`src/rtl/cnn_layer_accel_weight_seq_table_loader.sv`:
```
// Loads weight-sequence pairs from the config stream into table addresses 0..N-1
// over a valid/ready handshake; reports busy/done/error to the layer controller.
module cnn_layer_accel_weight_seq_table_loader #(
    parameter int unsigned C_SEQ_WIDTH  = 5,
    parameter int unsigned C_NUM_SEQ    = 5,
    parameter int unsigned C_ADDR_WIDTH = $clog2(C_NUM_SEQ)
) (
    input  logic                    clk,
    input  logic                    rst_n,
    input  logic                    cfg_start,
    input  logic [C_ADDR_WIDTH:0]   cfg_num_values,
    input  logic                    seq_in_valid,
    output logic                    seq_in_ready,
    input  logic [C_SEQ_WIDTH-1:0]  seq_in0,
    input  logic [C_SEQ_WIDTH-1:0]  seq_in1,
    output logic                    wren,
    output logic [C_ADDR_WIDTH-1:0] wrAddr,
    output logic [C_SEQ_WIDTH-1:0]  wrData0,
    output logic [C_SEQ_WIDTH-1:0]  wrData1,
    output logic                    load_busy,
    output logic                    load_done,
    output logic                    load_err
);

    localparam logic [C_ADDR_WIDTH:0] MaxNum = (C_ADDR_WIDTH + 1)'(C_NUM_SEQ);

    typedef enum logic [1:0] {StIdle, StLoad, StDone} state_e;

    state_e                  state_q, state_d;
    logic [C_ADDR_WIDTH:0]   count_q, count_d;
    logic [C_ADDR_WIDTH:0]   num_q, num_d;
    logic                    wren_q, wren_d;
    logic                    err_q, err_d;
    logic [C_ADDR_WIDTH-1:0] addr_q, addr_d;
    logic [C_SEQ_WIDTH-1:0]  data0_q, data0_d;
    logic [C_SEQ_WIDTH-1:0]  data1_q, data1_d;
    logic                    xfer;

    assign xfer = seq_in_valid && (state_q == StLoad);

    always_comb begin
        state_d = state_q;
        count_d = count_q;
        num_d   = num_q;
        wren_d  = 1'b0;
        err_d   = 1'b0;
        addr_d  = addr_q;
        data0_d = data0_q;
        data1_d = data1_q;
        unique case (state_q)
            StIdle: begin
                if (cfg_start) begin
                    if (cfg_num_values != '0 && cfg_num_values <= MaxNum) begin
                        num_d   = cfg_num_values;
                        count_d = '0;
                        state_d = StLoad;
                    end else begin
                        err_d = 1'b1;
                    end
                end
            end
            StLoad: begin
                if (xfer) begin
                    wren_d  = 1'b1;
                    addr_d  = count_q[C_ADDR_WIDTH-1:0];
                    data0_d = seq_in0;
                    data1_d = seq_in1;
                    count_d = count_q + 1'b1;
                    // Final beat: DONE lines up with the last registered write.
                    if (count_q == num_q - 1'b1) begin
                        state_d = StDone;
                    end
                end
            end
            StDone:  state_d = StIdle;
            default: state_d = StIdle;
        endcase
    end

    always_ff @(posedge clk or negedge rst_n) begin
        if (!rst_n) begin
            state_q <= StIdle;
            count_q <= '0;
            num_q   <= '0;
            wren_q  <= 1'b0;
            err_q   <= 1'b0;
            addr_q  <= '0;
            data0_q <= '0;
            data1_q <= '0;
        end else begin
            state_q <= state_d;
            count_q <= count_d;
            num_q   <= num_d;
            wren_q  <= wren_d;
            err_q   <= err_d;
            addr_q  <= addr_d;
            data0_q <= data0_d;
            data1_q <= data1_d;
        end
    end

    assign seq_in_ready = (state_q == StLoad);
    assign load_busy    = (state_q == StLoad) || (state_q == StDone);
    assign load_done    = (state_q == StDone);
    assign load_err     = err_q;
    assign wren         = wren_q;
    assign wrAddr       = addr_q;
    assign wrData0      = data0_q;
    assign wrData1      = data1_q;

endmodule

```
`config.mk`:
```
export PLATFORM = sky130hd
export DESIGN_NAME = cnn_layer_accel_weight_seq_table_loader
export DESIGN_NICKNAME = d
export VERILOG_FILES = /design/src/rtl/cnn_layer_accel_weight_seq_table_loader.sv
export SDC_FILE = /design/constraint.sdc
export NUM_CORES = 1
export LEC_CHECK = 0
export CORE_ASPECT_RATIO = 0.8
export CORE_MARGIN = 3
export CORE_UTILIZATION = 49
export DETAILED_ROUTE_END_ITERATION = 12
export GPL_ROUTABILITY_DRIVEN = 0
export GPL_TIMING_DRIVEN = 0
export PLACE_DENSITY = 0.81
export REMOVE_ABC_BUFFERS = 1
export SYNTH_ARGS = -nofsm -noshare
export SYNTH_HDL_FRONTEND = slang
export SYNTH_SLANG_ARGS = --single-unit
```
`constraint.sdc`:
```
create_clock -name clk -period 4.7 [get_ports clk]
set_input_delay 0.705 -clock clk [delete_from_list [all_inputs] [get_ports clk]]
set_output_delay 0.705 -clock clk [all_outputs]
set_load 0.01 [all_outputs]
```
==> metrics list <==
- Placeable Area: 2230 µm²
* Average cell area after synthesis: 12.5 µm²
- Count of fill cells added during filler insertion: 168
* Total via count after detailed routing: 840
- Vias per cell: 5.32
- The floorplan has 15 rows.
- Dividing total power by cell area gives a power density of 601 nW/µm².
- The number of cells on the worst reg-to-reg path is 6.
- Endpoint class of the critical path: output pin
- Sum of internal, switching and leakage power: 0.959 mW
* Pins Over Slew Limit: 0
- The final layout contains routed wiring with a total length of 2440 µm.
- For this run, the top clock speed supported by timing is 412 MHz.
- Fraction of power consumed by sequential logic: 38.6%
- Maximum buffer depth of the clock tree: 2
* Via count of the first global-routing pass: 881
- For the pin with the worst max-slew slack, the measured transition is 1.06 ns.
- Data required time at the worst endpoint: 3.99 ns
- The endpoint identified for the worst register-to-register timing path is count_q[0].
- Layout cell share with drive strength beyond 1: 20.3%
- For this run, design rule violations remaining after detail routing come to 0.
- Compared with the post-synthesis result, the final layout area differs by 33.4%.
- Setup repair after global routing left no endpoint under its margin.
* Multi-input logic area: 538 µm²
- The first global-routing pass estimated 4110 µm of wire.
* Worst setup slack after layout: 2.27 ns
- Max-cap violations in this run came to 0.
* Net Sw Frac: 35.9%
* GRT Residual Overflow: 0
* Fraction of post-synthesis cell area in the top cell type by area: 52.3%
* Gate Count Post-Synth: 96
* Number of logic stages on the critical path including buffering: 3
* Number of antenna diodes: 0
- Global routing consumed, on the met1 layer, 21.6% of the routing resources.
- 1st-pass router iterations: 4
* Worst setup path startpoint: state_q[1]
* Buffer cell driving the clock tree root: sky130_fd_sc_hd__clkbuf_4
- Clock-pin slew was measured on the worst setup and hold paths at 0.13 ns.
* Register area: 626 µm²
- The worst setup path is launched from a flop.
- Overall die width: 61.2 µm
- Of the total power, combinational logic draws 51.6%.
* Result of the run: complete, no violations
* Highest net fanout along the worst path: 8
* Total of endpoints with negative setup slack in the final report: 0
* Pin count of the biggest net entering global routing: 26
- Counting every sink on the clock net gives 25.
- Data arrives at the worst endpoint at 1.72 ns.
- Category of the critical setup timing path: flop to output pin
- Accumulated negative setup slack: 0 ns
- Headroom to the max-slew limit came out at 29.3%.
* Net total in the final layout: 157
* Final worst path period share: 51.7%
* Number of warnings printed during yosys synthesis: 0
* Reg-to-reg critical path startpoint: state_q[1]
- The cell area that synthesis handed to floorplanning was 1200 µm².
* Worst path cell trace: inv_1, ha_1, clkdlybuf4s50_1
- For this design the total switching power over the nets is 0.344 mW.
- The final hold violation count is 0.
- Commonest non-fill, non-tap cells in the layout: 35 x sky130_fd_sc_hd__clkdlybuf4s50_1, 25 x sky130_fd_sc_hd__dfrtp_1, 16 x sky130_fd_sc_hd__mux2_2
* Met2 routing resource usage after global routing: 32.0%
* Commonest non-fill, non-tap cell in the layout: sky130_fd_sc_hd__clkdlybuf4s50_1
- Detailed Route Iter0 Violations: 27
- The internal power of the cells totals 0.615 mW.
* Antenna Violating Nets Remaining: 0
* Die area: 3070 µm²
* CTS tree: yes
* Cts bufs inserted: 3
- Crit path buffers/inverters: 2
- Once the floorplan was initialized, standard cells occupied 53.6% of the core.
- In this run, the clock network consumes 9.7% of the power.
* Count of state elements after synthesis: 25
* Portion of the post-synthesis area used by sequential elements: 52.3%
- In this run, post-CTS repair resized a total of 0 instances.
* Post-Route Skew: 0.00421 ns
- Among all stages on the critical path, the largest delay is contributed by sky130_fd_sc_hd__clkdlybuf4s50_1.
- 36 I/O pins were placed.
- In the final routed layout, each cell accounts on average for 15.4 µm.
* Family of cells with the greatest summed delay on the critical path: buffers and inverters
* Clock insertion delay at the later pin of the skew report: 0.31 ns
* Worst Hold Slack: 0.528 ns
- Number of antenna violations at the first check in global routing: 0
- Critical path's largest stage delay: 0.59 ns
* Static Leakage: 0.726 nW
- Global routing consumed, over all layers together, 18.4% of the routing resources.
* Crit path time final: 2.43 ns
- GRT busiest layer: met2
* Met3 Track Usage GR: 5.14%
* Die height: 50.2 µm
- By area the synthesized netlist is led by sky130_fd_sc_hd__dfrtp_1 52%, sky130_fd_sc_hd__mux2_2 15%, sky130_fd_sc_hd__ha_1 5.2%, sky130_fd_sc_hd__xnor2_1 3.7%, sky130_fd_sc_hd__nor2_1 3.1%.
- Max IR drop VDD: 300 µV
- Kind of path behind the tightest hold check: flop to flop
- The number of hold buffers added after CTS was 0.
- After clock tree synthesis, the setup repair step added 0 buffers.
- Largest area contributor in the synthesized netlist: sky130_fd_sc_hd__dfrtp_1
- Number of distinct standard cells referenced by the synthesized netlist: 25
* Number of port buffers: 35
- Worst setup timing slack at the placement stage: 2.34 ns
* Crit path capture: seq_in_ready
- Maximum level of the CTS H-tree: 1
- FF-to-FF setup slack: 2.90 ns
* Estimated wirelength of the detail-placed design: 1930 µm
routing by layer:
| metal | share of wire [%] | vias to the layer above |
|---|---|---|
| met4 | 1.4 | 0 |
| met1 | 41 | 415 |
| met5 | 0 | - |
| met3 | 3.5 | 4 |
| met2 | 54 | 21 |
| li1 | - | 400 |
sequential cells by signal (all words and copies together), names as in the netlist:
signal,flops
count_q,4
state_q,2
wrData0,5
wrAddr,3
load_err,1
wren,1
num_q,4
wrData1,5
per-stage QoR:
stage          instance area, µm²  instances  utilization [%]
2_1_floorplan                1190         94                -
3_3_place_gp                 1570        154             70.2
3_5_place_dp                 1570        154             70.2
4_1_cts                      1600        158             71.4
5_1_grt                      1600        158             71.4
6_report                     1600        158             71.4
worst register-to-register path, cell delays in order, from the launching register on:
cell and delay (ns):
sky130_fd_sc_hd__dfrtp_1 0.44, sky130_fd_sc_hd__inv_1 0.09, sky130_fd_sc_hd__ha_1 0.30, sky130_fd_sc_hd__nand2_1 0.44
sky130_fd_sc_hd__nor2_1 0.29, sky130_fd_sc_hd__nor2_1 0.06, sky130_fd_sc_hd__a31oi_1 0.13
area by class of cell:
type                    count  area share [%]
multi-input cells          63            33.7
clock inverters             1           0.314
well taps                  25            1.96
flip-flops and latches     25            39.2
repair buffers             35            22.0
inverters                   6            1.41
clock buffers               3            1.41
power groups by stage:
stage / Combinational [mW] / Clock, mW / Sequential (mW)
2_1_floorplan: 0.262 / 0 / 0.387
3_3_place_gp: 0.478 / 0 / 0.364
3_5_place_dp: 0.496 / 0 / 0.376
4_1_cts: 0.501 / 0.0961 / 0.372
5_1_grt: 0.538 / 0.108 / 0.386
6_report: 0.495 / 0.0934 / 0.370
synth_stat cells (all sizes together):
library cell	count
inv	6
xnor2	5
buf	2
a21o	1
nor2	10
ha	5
nor2b	1
mux2	18
dfrtp	25
xor2	3
a21oi	1
and2	2
nor3	3
nand4	2
a31oi	3
o22a	1
nand3	1
or3	1
a22o	1
nand2	5
cells by family after synthesis:
kind of cell    count (synthesis)  synth area share (%)
compound gates                  7                  5.65
mux                            18                  17.3
flops                          25                  52.3
fa+ha+maj                       5                  5.23
simple gates                   25                  11.0
buf+inv                         8                  2.72
xor+xnor                        8                  5.86
worst min path at each step:
stage	slack (ns)	depth (start not counted)	endpoint	from
after global routing	0.55	1	num_q[3]	num_q[3]
after global placement	0.49	1	wrData0[0]	wrData0[0]
after CTS	0.53	1	num_q[3]	num_q[3]
after floorplan	0.41	0	count_q[0]	rst_n
after detailed placement	0.50	1	num_q[3]	num_q[3]
final	0.53	1	wrData1[4]	wrData1[4]
Note: power is estimated with default switching activity, not from simulation.
